File: src/rtl/trena_scheduler.sv
// -----------------------------------------------------------------------------
// trena_scheduler
//
// Sequences one distance measurement: start the sensor interface, wait for its
// BCD result, latch it, start the serial transmitter and wait for it to finish.
// In continuous mode a new measurement starts every INTERVALO cycles, measured
// from one DISPARA entry to the next, so slow responses do not stretch the
// period unless they outlast it.
//
// Parameters:
//   INTERVALO - cycles between measurement starts in continuous mode
//   TIMEOUT   - cycles to wait for medida_pronta / tx_pronto (timeout build only)
//
// Optional feature (macro TRENA_TIMEOUT_EN):
//   defined   - a wait counter aborts ESPERA_MEDIDA / ESPERA_TX after TIMEOUT
//               cycles into FALHA, which sets the sticky erro flag
//   undefined - no wait counter, no FALHA state, erro tied to 0, waits forever
//
// Ports:
//   clock         in   system clock, rising edge
//   reset         in   asynchronous reset, active low
//   mensurar      in   one-cycle request for a single measurement
//   continuo      in   level, 1 = periodic measurement
//   medida_pronta in   sensor done pulse
//   medida[11:0]  in   3-digit BCD distance, valid with medida_pronta
//   tx_pronto     in   transmitter done pulse
//   sensor_inicio out  one-cycle start pulse to the sensor (high in DISPARA)
//   tx_inicio     out  one-cycle start pulse to the transmitter (high in TRANSMITE)
//   tx_dados[11:0]out  latched measurement
//   ocupado       out  high in every state except OCIOSO
//   erro          out  sticky timeout flag
//   db_estado[3:0]out  current state code for the debug display
// -----------------------------------------------------------------------------
module trena_scheduler #(
    parameter int INTERVALO = 12500000,
    parameter int TIMEOUT   = 1500000
) (
    input  logic        clock,
    input  logic        reset,
    input  logic        mensurar,
    input  logic        continuo,
    input  logic        medida_pronta,
    input  logic [11:0] medida,
    input  logic        tx_pronto,
    output logic        sensor_inicio,
    output logic        tx_inicio,
    output logic [11:0] tx_dados,
    output logic        ocupado,
    output logic        erro,
    output logic [3:0]  db_estado
);

    // Reject configurations that would make the counters meaningless.
    if (INTERVALO < 1 || TIMEOUT < 1) begin : g_param_check
        $error("trena_scheduler: INTERVALO and TIMEOUT must be at least 1");
    end

    localparam int INT_W = $clog2(INTERVALO + 1);
    localparam logic [INT_W-1:0] INT_LAST = INT_W'(INTERVALO - 1);

    typedef enum logic [3:0] {
        ST_OCIOSO        = 4'h0,
        ST_DISPARA       = 4'h1,
        ST_ESPERA_MEDIDA = 4'h2,
        ST_ARMAZENA      = 4'h3,
        ST_TRANSMITE     = 4'h4,
        ST_ESPERA_TX     = 4'h5,
        ST_INTERVALO     = 4'h6
`ifdef TRENA_TIMEOUT_EN
        ,
        ST_FALHA         = 4'hF
`endif
    } state_t;

    state_t           r_state;
    logic             r_sensor_inicio;
    logic             r_tx_inicio;
    logic [11:0]      r_tx_dados;
    logic [INT_W-1:0] r_cnt_int;    // cycles since the last DISPARA entry
    logic             w_int_done;

`ifdef TRENA_TIMEOUT_EN
    localparam int WAIT_W = $clog2(TIMEOUT + 1);
    localparam logic [WAIT_W-1:0] WAIT_LAST = WAIT_W'(TIMEOUT - 1);
    logic [WAIT_W-1:0] r_cnt_wait;  // cycles spent in the current wait state
    logic              r_erro;
`endif

    // The interval counter saturates at INTERVALO-1, so "elapsed" stays true
    // however long a slow transmitter holds us in ESPERA_TX.
    assign w_int_done = (r_cnt_int == INT_LAST);

    // Pulses are set on the transition into their state, so each one lines up
    // with exactly one cycle of DISPARA / TRANSMITE and they can never overlap.
    always_ff @(posedge clock or negedge reset) begin
        if (!reset) begin
            r_state         <= ST_OCIOSO;
            r_sensor_inicio <= 1'b0;
            r_tx_inicio     <= 1'b0;
            r_tx_dados      <= 12'h000;
            r_cnt_int       <= '0;
`ifdef TRENA_TIMEOUT_EN
            r_cnt_wait      <= '0;
            r_erro          <= 1'b0;
`endif
        end else begin
            r_sensor_inicio <= 1'b0;
            r_tx_inicio     <= 1'b0;
            if (!w_int_done) begin
                r_cnt_int <= r_cnt_int + INT_W'(1);
            end

            case (r_state)
                ST_OCIOSO: begin
                    if (mensurar || continuo) begin
                        r_state         <= ST_DISPARA;
                        r_sensor_inicio <= 1'b1;
                        r_cnt_int       <= '0;
                    end
                end
                ST_DISPARA: begin
                    r_state <= ST_ESPERA_MEDIDA;
`ifdef TRENA_TIMEOUT_EN
                    r_cnt_wait <= '0;
`endif
                end
                ST_ESPERA_MEDIDA: begin
                    if (medida_pronta) begin
                        r_tx_dados <= medida;
                        r_state    <= ST_ARMAZENA;
                    end
`ifdef TRENA_TIMEOUT_EN
                    else if (r_cnt_wait == WAIT_LAST) begin
                        r_state <= ST_FALHA;
                        r_erro  <= 1'b1;
                    end else begin
                        r_cnt_wait <= r_cnt_wait + WAIT_W'(1);
                    end
`endif
                end
                ST_ARMAZENA: begin
                    r_state     <= ST_TRANSMITE;
                    r_tx_inicio <= 1'b1;
                end
                ST_TRANSMITE: begin
                    r_state <= ST_ESPERA_TX;
`ifdef TRENA_TIMEOUT_EN
                    r_cnt_wait <= '0;
`endif
                end
                ST_ESPERA_TX: begin
                    if (tx_pronto) begin
                        if (!continuo) begin
                            r_state <= ST_OCIOSO;
                        end else if (w_int_done) begin
                            // Transmitter outlasted the period: restart at once.
                            r_state         <= ST_DISPARA;
                            r_sensor_inicio <= 1'b1;
                            r_cnt_int       <= '0;
                        end else begin
                            r_state <= ST_INTERVALO;
                        end
                    end
`ifdef TRENA_TIMEOUT_EN
                    else if (r_cnt_wait == WAIT_LAST) begin
                        r_state <= ST_FALHA;
                        r_erro  <= 1'b1;
                    end else begin
                        r_cnt_wait <= r_cnt_wait + WAIT_W'(1);
                    end
`endif
                end
                ST_INTERVALO: begin
                    if (!continuo) begin
                        r_state <= ST_OCIOSO;
                    end else if (w_int_done) begin
                        r_state         <= ST_DISPARA;
                        r_sensor_inicio <= 1'b1;
                        r_cnt_int       <= '0;
                    end
                end
`ifdef TRENA_TIMEOUT_EN
                ST_FALHA: begin
                    r_state <= continuo ? ST_INTERVALO : ST_OCIOSO;
                end
`endif
                default: begin
                    r_state <= ST_OCIOSO;
                end
            endcase
        end
    end

    assign sensor_inicio = r_sensor_inicio;
    assign tx_inicio     = r_tx_inicio;
    assign tx_dados      = r_tx_dados;
    assign ocupado       = (r_state != ST_OCIOSO);
    assign db_estado     = r_state;
`ifdef TRENA_TIMEOUT_EN
    assign erro          = r_erro;
`else
    assign erro          = 1'b0;
`endif

endmodule

File: config.mk
export PLATFORM = sky130hd
export DESIGN_NAME = trena_scheduler
export DESIGN_NICKNAME = d
export VERILOG_FILES = /design/src/rtl/trena_scheduler.sv
export SDC_FILE = /design/constraint.sdc
export NUM_CORES = 1
export LEC_CHECK = 0
export CAP_MARGIN = 40
export CORE_MARGIN = 2
export CORE_UTILIZATION = 45
export CTS_CLUSTER_DIAMETER = 100
export DETAILED_ROUTE_END_ITERATION = 8
export GPL_TIMING_DRIVEN = 0
export PLACE_DENSITY = 0.7
export SYNTH_ARGS = -nofsm -noshare
export SYNTH_HDL_FRONTEND = slang
export SYNTH_SLANG_ARGS = --single-unit
File: constraint.sdc
create_clock -name clock -period 2.3 [get_ports clock]
set_input_delay 0.575 -clock clock [delete_from_list [all_inputs] [get_ports clock]]
set_output_delay 0.575 -clock clock [all_outputs]
set_load 0.02 [all_outputs]
==> key figures <==
Floorplan
  – Core box area: 4350 um2
  – Die Wd: 71.4 um
  – Ports: 38
  – Starting Density: 46.9%
  – Die area: 5090 um2
  – Cell Rows: 24
  – Chip height: 71.4 um

Clock tree
  – Clk slew on worst S/H paths: 0.08 ns
  – # Post-CTS Setup Buffers: 0
  – Cts hold-fix bufs: 0
  – CTS tree: built
  – Maximum clock insertion buffer count: 2
  – # H-tree levels: 2
  – Clock Tree Root: clkbuf_8
  – Clk_lat worst skew: 0.29 ns
  – Sink Count: 41
  – Inserted Clock Buffers: 5

STA
  – Fin. Hold Viols: 0
  – Minimum clock period: 2.12 ns
  – RSZ-0062 raised after global routing: no
  – # setup viols final: 0
  – Setup TNS: 0 ns
  – Max Clk Rate: 472 MHz
  – Pins Over Slew Limit: 0
  – Setup Skew: 0.00484 ns
  – Final worst setup slack: 0.180 ns
  – Final period utilization: 92.2%

Finish
  – Layout cells sized above 1: 16.7%
  – Area Growth Syn to Fin: 25.5%
  – Register area: 1030 um2
  – Multi-input logic area: 932 um2
  – Fin cells: 292
  – Fin nets: 259
  – # diodes: 0
  – Fillcell total: 363

Worst setup path
  – Slowest library cell on the worst path: clkdlybuf4s50_1
  – CP max stage delay: 0.68 ns
  – CP Capture Type: output port
  – Crit path max-delay family: buffers and inverters
  – Critical Path Fanout Max: 13
  – Cell Chain, Critical Path: clkdlybuf4s50_1
  – Flop-to-flop setup slack: 0.21 ns
  – Arr. time, crit path: 1.54 ns
  – Worst Path Buf+Inv: 1
  – Worst EP required: 1.73 ns
  – Worst setup path class: flop to output port
  – Crit start category: flop

Logic synthesis
  – Synthesized flop and latch total: 41
  – Average size of a mapped cell: 10.4 um2
  – Most common cell in the netlist: dfrtp_1
  – Post-synth top cells: dfrtp_1, nor2_1, xor2_1
  – YS warnings: 0
  – Area leader, netlist: dfrtp_1
  – Synthesized area: 2040 um2
  – Post-Syn Instances: 196
  – Ys flop type: dfrtp_1
  – Synth unique cells: 39
  – Post-synth top area share: 50.2%
  – Sequential share of the synthesized area: 50.2%
  – Top cells by area, synth: dfrtp_1, mux2_2, xor2_1
  – Post-synth EDFFs: 0
  – Post-synth ARST share: 100%

GRT
  – First-pass GRT wire length: 7.18 mm
  – Antenna violations before repair: 0
  – Pin count of the biggest net entering global routing: 26
  – GRT Overall Usage: 17.8%
  – Number of global-route vias before repair: 1581
  – Congestion Overflow GR: 0

Detailed routing
  – Iter 0 DRT Violations: 80
  – Routed length per instance: 13.7 um
  – Via density: 5.21
  – Final wirelength: 4.01 mm
  – Post-DRT Antenna Nets: 0
  – DRT Pass-1 Iters: 4
  – Via count: 1522
  – Residual DRC: 0

Power
  – PD cells: 1040 nW/um2
  – Pleak: 0.00113 uW
  – Total power: 2680 uW
  – Largest vdd supply drop: 0.000602 V

Worst hold path
  – Hold Crit Class: input port to asynchronous set/reset pin

Outcome
  – Status: completed

Placed design
  – HPWL after DPL: 2.90 mm
  – I/O Buffers: 35
  – Placed instance count: 285
  – Pre-CTS WS: 0.0802 ns
  – RD Place Congestion: 0.787

Flow run
  – Max-cap violations: 0
## timing repair
item / 4_1_cts / 5_1_grt
pin swaps: 0 / 1
resized for setup: 1 / 1
endpoints found under the setup margin: 1 / 2
## stage by stage
step	utilization [%]	area (um2)	hold slack, ns
6_report	58.9	2560	0.207
5_1_grt	58.9	2560	0.231
3_3_place_gp	56.5	2460	0.490
4_1_cts	58.7	2560	0.221
3_5_place_dp	56.9	2480	0.495
2_1_floorplan	-	2050	0.279
## final timing paths
kind | from | endpoint | cells past startpoint
max | db_estado[0]$_DFFE_PN0P_ | db_estado[0] | 1
min | reset | sensor_inicio$_DFF_PN0_ | 1
max reg2reg | r_cnt_int[7]$_DFF_PN0_ | r_cnt_int[0]$_DFF_PN0_ | 7
min reg2reg | tx_dados[9]$_DFFE_PN0P_ | tx_dados[9]$_DFFE_PN0P_ | 1
max in group asynchronous | reset | db_estado[0]$_DFFE_PN0P_ | 2
min in group clock | tx_dados[9]$_DFFE_PN0P_ | tx_dados[9]$_DFFE_PN0P_ | 1
## registers in the layout, summed over array words and instances, names as in the netlist
register	count
sensor_inicio	1
tx_inicio	1
r_cnt_int	24
tx_dados	12
db_estado	3
## logic make-up after synthesis
logic type                 share of synthesized area (%)
and+or+nand+nor                                     22.6
DFF                                                 50.2
xor gates and xnor gates                            8.58
AOI/OAI and AO/OA                                   6.01
buffers and inverters                               4.53
muxes                                               6.62
adders and majority gates                           1.23
other                                              0.184
## power breakdown
part	switching, uW	internal (uW)	leakage (uW)
registers	153	908	0.000536
logic	568	572	0.000548
clock network	264	210	0.0000439
total	986	1690	0.00113
## cell type report
type	instances	area share [%]
Timing Repair Buffer	36	14.2
Clock inverter	3	0.684
Buffer	9	2.44
Tap cell	52	2.54
Inverter	7	1.03
Multi-Input combinational cell	139	36.4
Sequential cell	41	40.0
Clock buffer	5	2.69
## routing by layer
| layer | share of wire (%) | vias to the layer above | GRT usage (%) |
|---|---|---|---|
| met1 | 47 | 712 | 23.1 |
| met2 | 45 | 44 | 27.9 |
| met5 | 0 | - | 0 |
| met3 | 6.9 | 8 | 6.33 |
| met4 | 1.5 | 0 | 5.87 |
| li1 | - | 758 | - |
## layout by cell type (no fill, tap or decap), drive strengths merged, types with 3 or more instances in the layout
cell / instances
o21ai: 3
clkdlybuf4s50: 33
inv: 7
xor2: 13
nand3: 10
nand2: 9
a21oi: 7
nor2: 32
o22ai: 3
nor3: 5
buf: 9
and3: 7
clkbuf: 7
dfrtp: 41
xnor2: 7
mux2: 12
nand4: 11
Power figures use the tool's default switching activity.
